==> config.mk <==
export PLATFORM = sky130hd
export DESIGN_NAME = uart_reg_file
export DESIGN_NICKNAME = d
export VERILOG_FILES = /design/src/rtl/uart_reg_file.sv
export SDC_FILE = /design/constraint.sdc
export NUM_CORES = 1
export LEC_CHECK = 0
export CAP_MARGIN = 5
export CORE_AREA = 2 2 106 57
export DETAILED_ROUTE_END_ITERATION = 8
export DIE_AREA = 0 0 108 59
export PLACE_DENSITY = 0.81
export SYNTH_ARGS = -nofsm -noshare
export SYNTH_HDL_FRONTEND = slang
export SYNTH_SLANG_ARGS = --single-unit
==> constraint.sdc <==
create_clock -name clk -period 5.6 [get_ports clk]
set_clock_uncertainty 0.15 [all_clocks]
set_input_delay 0.84 -clock clk [delete_from_list [all_inputs] [get_ports clk]]
set_output_delay 0.84 -clock clk [all_outputs]
set_load 0.005 [all_outputs]
==> src/rtl/uart_reg_file.sv <==
// UART register bank behind the APB front-end: CFG/CTRL/TX/RX/STT registers,
// a one-wait-state access FSM, TX request/ack handshake and RX capture with sticky status.
module uart_reg_file #(
  parameter int          ADDR_W  = 12,
  parameter logic [31:0] CFG_RST = 32'h0000_0003
) (
  input  logic              clk,
  input  logic              reset_n,
  input  logic              psel_i,
  input  logic              penable_i,
  input  logic              pwrite_i,
  input  logic [ADDR_W-1:0] paddr_i,
  input  logic [3:0]        pstrb_i,
  input  logic [31:0]       pwdata_i,
  output logic              write_en_o,
  output logic              read_en_o,
  output logic [31:0]       prdata_o,
  output logic              parity_error_o,
  output logic              tx_req_o,
  output logic [7:0]        tx_data_o,
  input  logic              tx_ack_i,
  input  logic              tx_busy_i,
  input  logic              rx_valid_i,
  input  logic [7:0]        rx_data_i,
  input  logic              rx_perr_i,
  output logic [4:0]        cfg_o
);

  localparam logic [ADDR_W-1:0] A_TX   = ADDR_W'(12'h000);
  localparam logic [ADDR_W-1:0] A_RX   = ADDR_W'(12'h004);
  localparam logic [ADDR_W-1:0] A_CFG  = ADDR_W'(12'h008);
  localparam logic [ADDR_W-1:0] A_CTRL = ADDR_W'(12'h00C);
  localparam logic [ADDR_W-1:0] A_STT  = ADDR_W'(12'h010);

  typedef enum logic [1:0] {IDLE, DECODE, RESP} state_t;

  state_t      state;
  logic [7:0]  tx_data;
  logic [7:0]  rx_data;
  logic        rx_done;
  logic        overrun;
  logic        access;
  logic        wr_hit;
  logic        rd_hit;
  logic        wr_tx;
  logic        wr_cfg;
  logic        wr_ctrl;
  logic        rd_rx;
  logic        rd_stt;
  logic [3:0]  stt;
  logic [31:0] rdata;
  logic        unused_bits;

  // Only byte lane 0 carries implemented bits in every register.
  assign unused_bits = ^{pwdata_i[31:8], pstrb_i[3:1]};

  assign access  = psel_i & penable_i;
  assign wr_hit  = (state == DECODE) & access & pwrite_i & pstrb_i[0];
  assign rd_hit  = (state == DECODE) & access & ~pwrite_i;
  assign wr_tx   = wr_hit & (paddr_i == A_TX);
  assign wr_cfg  = wr_hit & (paddr_i == A_CFG);
  assign wr_ctrl = wr_hit & (paddr_i == A_CTRL) & pwdata_i[0];
  assign rd_rx   = rd_hit & (paddr_i == A_RX);
  assign rd_stt  = rd_hit & (paddr_i == A_STT);
  assign stt     = {overrun, parity_error_o, rx_done, tx_busy_i | tx_req_o};

  always_comb begin
    rdata = '0;
    case (paddr_i)
      A_TX:    rdata = {24'b0, tx_data};
      A_RX:    rdata = {24'b0, rx_data};
      A_CFG:   rdata = {27'b0, cfg_o};
      A_CTRL:  rdata = {31'b0, tx_req_o};
      A_STT:   rdata = {28'b0, stt};
      default: rdata = '0;
    endcase
  end

  // Access FSM: DECODE commits side effects, RESP holds the enables until penable drops.
  always_ff @(posedge clk) begin
    if (!reset_n) begin
      state      <= IDLE;
      write_en_o <= 1'b0;
      read_en_o  <= 1'b0;
      prdata_o   <= '0;
    end else begin
      case (state)
        IDLE: begin
          if (access) state <= DECODE;
        end
        DECODE: begin
          if (access) begin
            prdata_o <= pwrite_i ? 32'b0 : rdata;
            state    <= RESP;
          end else begin
            state <= IDLE;
          end
        end
        RESP: begin
          if (access) begin
            write_en_o <= pwrite_i;
            read_en_o  <= ~pwrite_i;
          end else begin
            state      <= IDLE;
            write_en_o <= 1'b0;
            read_en_o  <= 1'b0;
            prdata_o   <= '0;
          end
        end
        default: state <= IDLE;
      endcase
    end
  end

  always_ff @(posedge clk) begin
    if (!reset_n) begin
      tx_data        <= '0;
      tx_data_o      <= '0;
      tx_req_o       <= 1'b0;
      cfg_o          <= CFG_RST[4:0];
      rx_data        <= '0;
      rx_done        <= 1'b0;
      overrun        <= 1'b0;
      parity_error_o <= 1'b0;
    end else begin
      if (wr_tx)  tx_data <= pwdata_i[7:0];
      if (wr_cfg) cfg_o   <= pwdata_i[4:0];

      // The core samples the byte at ack; outside a request the output tracks the register.
      if (tx_ack_i) begin
        tx_req_o  <= 1'b0;
        tx_data_o <= wr_tx ? pwdata_i[7:0] : tx_data;
      end else begin
        if (wr_ctrl && !tx_req_o) tx_req_o <= 1'b1;
        if (wr_tx && !tx_req_o)   tx_data_o <= pwdata_i[7:0];
      end

      if (rx_valid_i) rx_data <= rx_data_i;

      if (rx_valid_i)   rx_done <= 1'b1;
      else if (rd_rx)   rx_done <= 1'b0;

      if (rx_valid_i && rx_done && !rd_rx) overrun <= 1'b1;
      else if (rd_stt)                     overrun <= 1'b0;

      if (rx_valid_i && rx_perr_i) parity_error_o <= 1'b1;
      else if (rd_stt)             parity_error_o <= 1'b0;
    end
  end

endmodule

## After elaboration in Yosys (flattened, before gate mapping)

Cells that the tools add are included.
Widths: inputs -> output; s select.

- Equality and inequality tests: 9
- Mux-type cells: 19
- Bitwise logic cells: 14
- Reduce and logical (&&, ||, !) cells: 17

Operators by type and width:

| cell | number |
|---|---|
| $mux 32 | 3 |
| $pmux 32 s2 | 1 |
| $pmux 8 s5 | 1 |
| $eq 12x4->1 const B | 2 |
| $mux 8 | 3 |
| $eq 12x3->1 const B | 1 |
| $eq 12x5->1 const B | 1 |
| $logic_not 12->1 | 1 |
| $and 1x1->1 | 11 |
| $reduce_bool 2->1 | 5 |
| $mux 1 | 7 |
| $mux 2 | 3 |
| $ne 2x2->1 const B | 3 |
| $pmux 2 s3 | 1 |
| $logic_and 1x1->1 | 5 |
| $reduce_and 3->1 | 1 |
| $eq 2x1->1 const B | 1 |
| $eq 2x2->1 const B | 1 |
| $logic_not 1->1 | 2 |
| $logic_not 2->1 | 1 |
| $not 1->1 | 2 |
| $reduce_and 2->1 | 1 |
| $reduce_or 2->1 | 1 |
| $or 1x1->1 | 1 |

- Flip-flop bits (word level): 69

## Longest topological paths before layout

- Depth in word-level cells: 8
- Mapped depth: 6
- Mapped depth without buffers: 4

## Worst setup path after synthesis

No wires, ideal clock.

- Path type: input-to-reg
- Start: in paddr_i[9]
- End: reg tx_data_o[0]
- Data arrival time: 2.518 ns
- Data required time: 5.390 ns
- Slack: 2.872 ns
- Cell stages on the path: 5
- Cell sequence: or4_4 > or4_4 > buf_6 > nor4_4 > a221o_1

- Cells in the longest elaborated chain, start to end: 4
- Elaborated cells on any way between the ends: 6
- Those cells by class: mux (2); bitwise (1); reduce/logical (3)

Ends and longest elaborated chain:

| element | RTL line | RTL |
|---|---|---|
| start, declared | 12 | `input logic [ADDR_W-1:0] paddr_i,` |
| $logic_not 12->1 * | 60 | `assign wr_tx = wr_hit & (paddr_i == A_TX);` |
| $and 1x1->1 * | 60 |  |
| $mux 8 or $logic_and 1x1->1 (tied branches) | n/a |  |
| $mux 8 or $reduce_bool 2->1 (tied branches) | n/a |  |
| end signal, assigned | 132 | `tx_data_o <= wr_tx ? pwdata_i[7:0] : tx_data;` |
| end signal, assigned | 135 | `if (wr_tx && !tx_req_o) tx_data_o <= pwdata_i[7:0];` |
| end, declared | 20 | `output logic [7:0] tx_data_o,` |

Mark *: on every way between the ends. The rest lies on a longest branch, timed or not.
A chain may end at the register's enable or synchronous reset.

## Worst setup path after layout

- Start: in paddr_i[2]
- End: reg tx_data_o[4]

Same word-level chain as after synthesis.

==> run_results.csv <==
group,metric,value,unit
final_layout,final_cell_mix,"clkdlybuf4s50_1 (62), dfxtp_1 (45), a21oi_1 (25)",
final_layout,final_common_cell,"clkdlybuf4s50_1",
final_layout,fill_cells,501,
timing,finalMaxSlewViolations,0,
floorplan,pin_count,114,
floorplan,core_area,5350,um^2
logic_synthesis,ys_seq_area_share,39.1,%
placement,post-dp-hpwl,4570,um
power_and_ir_drop,p_leak,1.13,nW
cts,hold_buffers,0,
drt,vias,2165,
floorplan,fp.dieW,108,um
logic_synthesis,synthesis.instances,267,
setup_path,reg2reg_to,"tx_data_o[4]",
setup_path,cp-end-kind,"flop",
global_route,first_global_vias,1962,
timing,hold_viol_final,0,
timing,clock.fmax,309,MHz
setup_path,arrival,3.28,ns
cts,root_buffer,"clkbuf_8",
setup_path,rrSetupSlack,3.31,ns
cts,cts-resized-gates,0,
global_route,gr-total-overflow,0,
final_layout,stdcell_count,394,
global_route,grt_max_degree,27,
final_layout,diodes,0,
cts,htree_levels,2,
final_layout,layout-drive-gt1-share,4.36,%
logic_synthesis,synth-seq-cells,45,
timing,fin_ws,2.36,ns
drt,routed_wirelength,5990,um
worst_hold_path,hold_start,"prdata_o[4]",
setup_path,required,5.64,ns
logic_synthesis,syn-cell-area,2300,um^2
cts,clkLatencyLatePin,0.30,ns
floorplan,die_area,6370,um^2
global_route,antenna_found_initial,0,
cts,clk_pin_slew,0.08,ns
logic_synthesis,ys_warn_count,0,
final_layout,finalNetCount,386,
placement,globalplace.congestion,0.919,
global_route,grt_pass1_wl,9410,um
drt,avgViaCountPerCell,5.49,
timing,period_share,57.9,%
timing,setup_viol,0,
drt,post_drt_wl_per_cell,15.2,um
cts,tritoncts.num_buffers,5,
drt,drt_iter0_drc,163,
power_and_ir_drop,power_density,217,nW/um^2
logic_synthesis,ys.flop_type,"dfxtp_1",
placement,dp_cells,387,
timing,worstMarginPinSlew,0.915,ns
cts,postCtsSetupRepairBufs,0,
logic_synthesis,synth.distinct_cells,46,
worst_hold_path,worst_hold_path.endpoint,"prdata_o[4]",
setup_path,r2r_cells,4,
global_route,grt_usage,19.2,%
setup_path,start_kind,"input pin",
status,status,"finished clean",
cts,cts_tree,"done",
placement,numPortBuffers,62,
floorplan,die_y,59,um
worst_hold_path,holdPathStages,2,
timing,finalSetupTns,0,ns
drt,drc,0,
cts,cts_sinks,45,
flow_run,cap_viol_max_count,0,
timing,period_needed,3.24,ns
drt,drtAntennaViolNets,0,
timing,rsz0062_at_grt,"false",
power_and_ir_drop,peakVddDrop,0.0951,mV
setup_path,crit_path_top_delay_cell,"nor3_2",
logic_synthesis,synth-edff-count,0,
final_layout,area_delta_synth_final,28.9,%
setup_path,r2r_start,"state[1]",
timing,max-slew-margin-rel,38.6,%
setup_path,worstSetupPathType,"input pin to flop",
placement,dp_slack,2.07,ns
setup_path,crit_path_cell_trace,"clkdlybuf4s50_1, or3_1, nor3_2, a21oi_1, a221o_1",
floorplan,start_util,43.0,%
final_layout,final_util,55.5,%
floorplan,rows,19,
drt,firstDrtPassIters,4,
logic_synthesis,async_reset_ff_share,0,%
worst_hold_path,hold_class,"flop to flop",
logic_synthesis,syn_area_per_cell,8.62,um^2
setup_path,crit_fanout,16,
setup_path,slowest_delay,0.73,ns
cts,clockBufferDepth,2,
cell families (layout without fill, tap and decap cells):
group                  Yosys count  in the layout  synth area share, %
AOI/OAI and AO/OA               78             78                 22.4
buffers and inverters           46             77                 11.7
DFF                             45             45                 39.1
muxes                           13             13                 5.65
other                            1             24                0.163
and+or+nand+nor                 84             84                 20.9
through the flow:
stage / total power [mW] / cell area (um^2) / hold slack (ns)
after global routing: 0.663 / 2970 / 0.350
final: 0.644 / 2970 / 0.311
after detailed placement: 0.407 / 2860 / 0.293
after global placement: 0.405 / 2860 / 0.290
after CTS: 0.640 / 2970 / 0.310
after floorplan: 0.380 / 2390 / 0.292
report_power, final:
part | internal (mW) | switching (mW)
Combinational | 0.0359 | 0.0351
Sequential | 0.325 | 0.00449
Clock | 0.130 | 0.113
routing by layer:
layer	part of all wire (%)	track usage (%)
met3	8.4	4.62
met5	0	0
met4	0.95	6.04
met1	44	24.9
met2	47	32.2
critical path, delay by kind of cell:
family | cells | cell delay (ns)
compound gates | 2 | 0.45
buf+inv | 1 | 0.68
simple gates | 2 | 1.30
worst max path at each step:
stage / start / to / depth (start not counted)
after floorplan: paddr_i[9] / tx_data_o[0] / 5
after global placement: paddr_i[2] / tx_data_o[5] / 5
after detailed placement: paddr_i[2] / tx_data_o[4] / 5
after CTS: paddr_i[2] / tx_data_o[4] / 5
after global routing: reset_n / prdata_o[5] / 5
final: paddr_i[2] / tx_data_o[4] / 5
cell type report:
class | count | area [um^2] | area share (%)
timing repair buffer | 63 | 628 | 21.2
clock inverter | 2 | 35.0 | 1.18
multi-input combinational | 199 | 1220 | 41.0
clock buffer | 5 | 68.8 | 2.32
tap | 73 | 91.3 | 3.08
inverter | 7 | 26.3 | 0.885
sequential | 45 | 901 | 30.4
cell usage after synthesis, drive strengths merged (4+ instances only):
cell / number / share of area, %
o21ai: 20 / 4.3
dfxtp: 45 / 39
buf: 27 / 8.6
a221o: 7 / 3.0
mux2i: 13 / 5.7
a21oi: 25 / 5.4
nor2: 15 / 2.4
nor3b: 5 / 1.6
o2bb2ai: 4 / 1.5
nand2: 17 / 2.8
inv: 7 / 1.1
clkbuf: 12 / 2.0
nand3: 20 / 4.3
nor3: 4 / 1.1
flip-flops by register name, indices dropped and copies added (netlist names):
name and flops:
prdata_o 8, rx_data 8, tx_data 8, tx_data_o 8, cfg_o 5, state 2
overrun 1, parity_error_o 1, read_en_o 1, rx_done 1, tx_req_o 1, write_en_o 1
No activity file was read; power rests on OpenSTA's default activity.
==> RTL edit 1 (same settings) <==
`ADDR_W`: 12 -> 13.
--- a/src/rtl/uart_reg_file.sv
+++ b/src/rtl/uart_reg_file.sv
@@ -2,5 +2,5 @@
 // a one-wait-state access FSM, TX request/ack handshake and RX capture with sticky status.
 module uart_reg_file #(
-  parameter int          ADDR_W  = 12,
+  parameter int          ADDR_W  = 13,
   parameter logic [31:0] CFG_RST = 32'h0000_0003
 ) (
Ports: changed (resized paddr_i); port bits go from 114 to 115. No check against the original RTL was run, so the function may have changed too.
==> RTL edit 1 against the original RTL <==
- sequential power about the same
- critical endpoint is now cfg_o[0]
- clock power is 20% lower
- die area stayed put
- sequential cell count stayed put
- design area decreased by 6.7%
- first-iteration DRC count shrank 52%
- synthesized area is 8.2% lower
- wire length decreased by 11%
- total power shrank 7.6%
- setup slack got worse by 21 ps
- register-to-register slack got worse by 100 ps
- hold slack improved by 8.7 ps
==> RTL edit 1: results (changes against the original RTL) <==
| Metric | Value |
|---|---|
| Met3 Resource Use GR | 3.846% (-0.77 points) |
| Sequential share of the synthesized area | 42.63% (+3.5 points) |
| IO Port Bufs | 63 (+1.6%) |
| Status | finished, final reports clean |
| Post-Route WL | 5335 um (-11%) |
| Clk Latency, worst-skew pair | 300 ps (about the same) |
| DPL Wire Length | 3943 um (-14%) |
| Worst path slowest cell | nor4b_2 |
| Worst-margin pin slew | 855.8 ps (-59.71 ps) |
| Top cells by area, synth | dfxtp_1, mux2i_1, buf_4, nor2_1, nand2_1 |
| Final net count | 360 (-6.7%) |
| Vias in the first global route | 1785 (-9.0%) |
| Leakage | 1.076 nW (-4.4%) |
| VDD IR max | 98.53 uV (+3.6%) |
| Global-route wire length before repair | 8507 um (-9.6%) |
| Fraction of layout cells with a size suffix above 1 | 3.729% (-0.63 points) |
| Crit-path max cell delay | 780 ps (+50 ps) |
| GR Util All Layers | 17.21% (-2.0 points) |
| Vias | 1883 (-13%) |
| R2r setup slk | 3210 ps (-100 ps) |
| Async S/R FF share, synth | 0% (unchanged) |
| Ys Warns | 0 (unchanged) |
| Cell variety after synth | 37 (-20%) |
| Reg clk slew, reported paths | 80 ps (about the same) |
| Hold WC Path Type | flip-flop to flip-flop |
| Met2 Resource Use GR | 31.27% (-0.90 points) |
| Crit path max fanout | 15 (-1) |
| CTS max path bufs | 2 (unchanged) |
| Initial drt markers | 79 (-52%) |
| Most common library cells after synthesis | dfxtp_1, nor2_1, mux2i_1 |
| GP Congestion | 0.8422 (-8.3%) |
| Met1 usage | 20.48% (-4.4 points) |
| Cts repair resizes | 0 (unchanged) |
| Largest net degree at the start of global routing | 28 (+3.7%) |
-- RTL edit 1: cell types whose count changed after synthesis, sizes merged, moves of 5 or more --
cell	before	now
a21oi	25	13
a221o	7	0
clkbuf	12	7
inv	7	1
mux2i	13	29
nand2	17	22
nand3	20	8
nor2	15	31
o21ai	20	8
o32ai	0	8
-- RTL edit 1: logic make-up after synthesis --
kind of cell / share of synthesized area (%)
other: 0.1774
buffers and inverters: 11.66
flip-flops: 42.63
multiplexers: 13.74
AO/OA/AOI/OAI: 14.15
AND/OR/NAND/NOR: 17.64
-- RTL edit 1: final cells by class --
| class | instances | area, um^2 |
|---|---|---|
| fill | 487 | 2579 |
| multi-input combinational | 176 | 1052 |
| sequential | 45 | 900.9 |
| timing repair buffer | 64 | 638.1 |
| tap | 73 | 91.34 |
| clock buffer | 8 | 80.08 |
| inverter | 2 | 7.507 |
-- RTL edit 1: final timing paths --
kind,startpoint,to,cells past startpoint
max,paddr_i[2],cfg_o[0],5
min,prdata_o[4],prdata_o[4],2
max reg2reg,state[1],tx_data_o[6],5
min reg2reg,prdata_o[4],prdata_o[4],2
-- RTL edit 1: power by group --
group / internal (mW) / leakage, nW / switching [mW]
Combinational: 0.0373 / 0.671 / 0.0339
Clock: 0.0888 / 0.0395 / 0.106
Sequential: 0.325 / 0.365 / 0.00336
-- RTL edit 1: metal layers --
metal | routed length (um) | share of wire, %
met1 | 2204 | 41
met2 | 2676 | 50
met3 | 398 | 7.5
met4 | 56 | 1.0
met5 | 0 | 0
-- RTL edit 1: worst min-delay path, cell delays in order, from the launching register on --
cell and delay [ps]:
dfxtp_1 320, nand2_1 60, a21oi_1 50
-- RTL edit 1: metrics by stage --
step                utilization [%]  hold WS (ps)  std cells  setup WS, ps  instance area, um^2
floorplan                         -         275.1        260          3010                 2200
global placement              50.29         291.3        360          2136                 2690
detailed placement            50.29         311.8        360          2068                 2690
CTS                           51.79         323.4        368          2399                 2770
global route                  51.79         348.9        368          2279                 2770
finish                        51.79         319.5        368          2339                 2770
==> RTL edit 2 (same flow settings) <==
Without the edit above. Put one more register stage on the output `parity_error_o`, with the module's reset. The value now appears one clock later. The other outputs are not delayed to match.
--- a/src/rtl/uart_reg_file.sv
+++ b/src/rtl/uart_reg_file.sv
@@ -35,4 +35,6 @@
   typedef enum logic [1:0] {IDLE, DECODE, RESP} state_t;
 
+  logic parity_error_s0;
+
   state_t      state;
   logic [7:0]  tx_data;
@@ -63,5 +65,5 @@
   assign rd_rx   = rd_hit & (paddr_i == A_RX);
   assign rd_stt  = rd_hit & (paddr_i == A_STT);
-  assign stt     = {overrun, parity_error_o, rx_done, tx_busy_i | tx_req_o};
+  assign stt     = {overrun, parity_error_s0, rx_done, tx_busy_i | tx_req_o};
 
   always_comb begin
@@ -122,5 +124,5 @@
       rx_done        <= 1'b0;
       overrun        <= 1'b0;
-      parity_error_o <= 1'b0;
+      parity_error_s0 <= 1'b0;
     end else begin
       if (wr_tx)  tx_data <= pwdata_i[7:0];
@@ -144,6 +146,14 @@
       else if (rd_stt)                     overrun <= 1'b0;
 
-      if (rx_valid_i && rx_perr_i) parity_error_o <= 1'b1;
-      else if (rd_stt)             parity_error_o <= 1'b0;
+      if (rx_valid_i && rx_perr_i) parity_error_s0 <= 1'b1;
+      else if (rd_stt)             parity_error_s0 <= 1'b0;
+    end
+  end
+
+  always_ff @(posedge clk) begin
+    if (!reset_n) begin
+      parity_error_o <= '0;
+    end else begin
+      parity_error_o <= parity_error_s0;
     end
   end
Check against the original RTL: not equivalent (Yosys sat finds a counterexample within 4 cycles, from zero or initial values and one cycle with reset_n low).
==> RTL edit 2 against the original RTL <==
- critical endpoint is now tx_data_o[3]
- design area grew 0.42%
- setup slack better by 170 ps
- total power increased by 2.0%
- via count down 8.7%
- sequential power rose by 3%
- largest power group unchanged
- sequential cell count is 1 higher
- synthesized area is 0.22% lower
- wire length shrank 8.9%
==> RTL edit 2: results (changes against the original RTL) <==
| Metric | Value |
|---|---|
| CP Data Arrival Time | 3090 ps (-190 ps) |
| Antenna cells | 0 (unchanged) |
| H-tree levels | 2 (unchanged) |
| Synthesized instance count | 261 (-2.2%) |
| Post-route cell area | 2980 um^2 (+0.42%) |
| Placed Instance Area | 2870 um^2 (+0.22%) |
| Global-route wire length before repair | 8618 um (-8.4%) |
| WL met2 | 2600 um (-7.8%) |
| Ys Warns | 0 (unchanged) |
| Vias/cell | 5.054 (-8.0%) |
| Cell variety after synth | 41 (-11%) |
| Fraction of layout cells with a size suffix above 1 | 5.031% (+0.67 points) |
| Filler Cell Count | 494 (-1.4%) |
| Leakage | 1.134 nW (+0.80%) |
| Slew HR | 27.37% (-11 points) |
| Clock tree cell share of total cell area | 3.694% (+0.20 points) |
| Met1 usage | 23.38% (-1.5 points) |
| Status | finished, final reports clean |
| GR Util All Layers | 17.28% (-1.9 points) |
| Met2 Resource Use GR | 29.02% (-3.1 points) |
| Initial drt markers | 144 (-12%) |
| Worst r2r path cells | 5 (+1) |
| Crit path max-delay family | simple AND/OR/NAND/NOR gates |
| Vias in the first global route | 1751 (-11%) |
| Comb_multi_in | 194 (-2.5%) |
| Final-layout clock buffer total | 8 (+3) |
| Crit-path max cell delay | 760 ps (+30 ps) |
| Clock Sinks | 46 (+2.2%) |
| Multi-input combinational area share | 40.39% (-0.63 points) |
| Final net count | 382 (-1.0%) |
| Pre-CTS setup slack | 2370 ps (+297.9 ps) |
| Sequential standard cell area | 920.9 um^2 (+2.2%) |
| DPL Wire Length | 4146 um (-9.2%) |
| Post-Route M1 WL | 2489 um (-4.4%) |
| Top cells by area, synth | dfxtp_1, mux2i_1, buf_4, nand2_1, nor2b_1 |
| Largest net degree at the start of global routing | 50 (+85%) |
| Non-clock buffer share of cell area | 21.07% (-0.089 points) |
| Bufs w/o clock | 63 (unchanged) |
| P_seq | 339 uW (+3%) |
| Cts repair resizes | 0 (unchanged) |
| Comb group | 81.2 uW (+15%) |
| Sw frac | 23.42% (-0.31 points) |
| Met3 routed WL | 292 um (-42%) |
| VDD IR max | 103.3 uV (+8.6%) |
| Most common library cells after synthesis | dfxtp_1, nand2_1, buf_4 |
| Post-Route WL | 5455 um (-8.9%) |
| Non-Filler Instances | 391 (-0.76%) |
| Sequential share of the synthesized area | 40.09% (+0.96 points) |
| GP Congestion | 0.7686 (-16%) |
| Met3 Resource Use GR | 2.308% (-2.3 points) |
-- RTL edit 2: cell types whose count changed after synthesis, sizes merged, moves of 7 or more --
cell	change
nor2b	+12
a221o	-7
nand2	+19
o21ai	-7
a21boi	+8
a21oi	-19
nand3	-7
mux2i	+8
-- RTL edit 2: kinds of logic (layout without fill, tap and decap cells) --
logic type | after synthesis | count (layout) | synth area share, %
AOI/OAI and AO/OA | 46 | 46 | 13.78
buffers and inverters | 44 | 78 | 11.27
DFF | 46 | 46 | 40.09
muxes | 22 | 22 | 10.13
other | 1 | 24 | 0.1632
and+or+nand+nor | 102 | 102 | 24.57
-- RTL edit 2: worst paths after layout --
check / from / endpoint / slack (ps)
worst max-delay path: paddr_i[2] / tx_data_o[3] / 2530
worst min register to register: prdata_o[1] / prdata_o[1] / 300
worst min-delay path: prdata_o[1] / prdata_o[1] / 300
worst max register to register: state[0] / prdata_o[3] / 3620
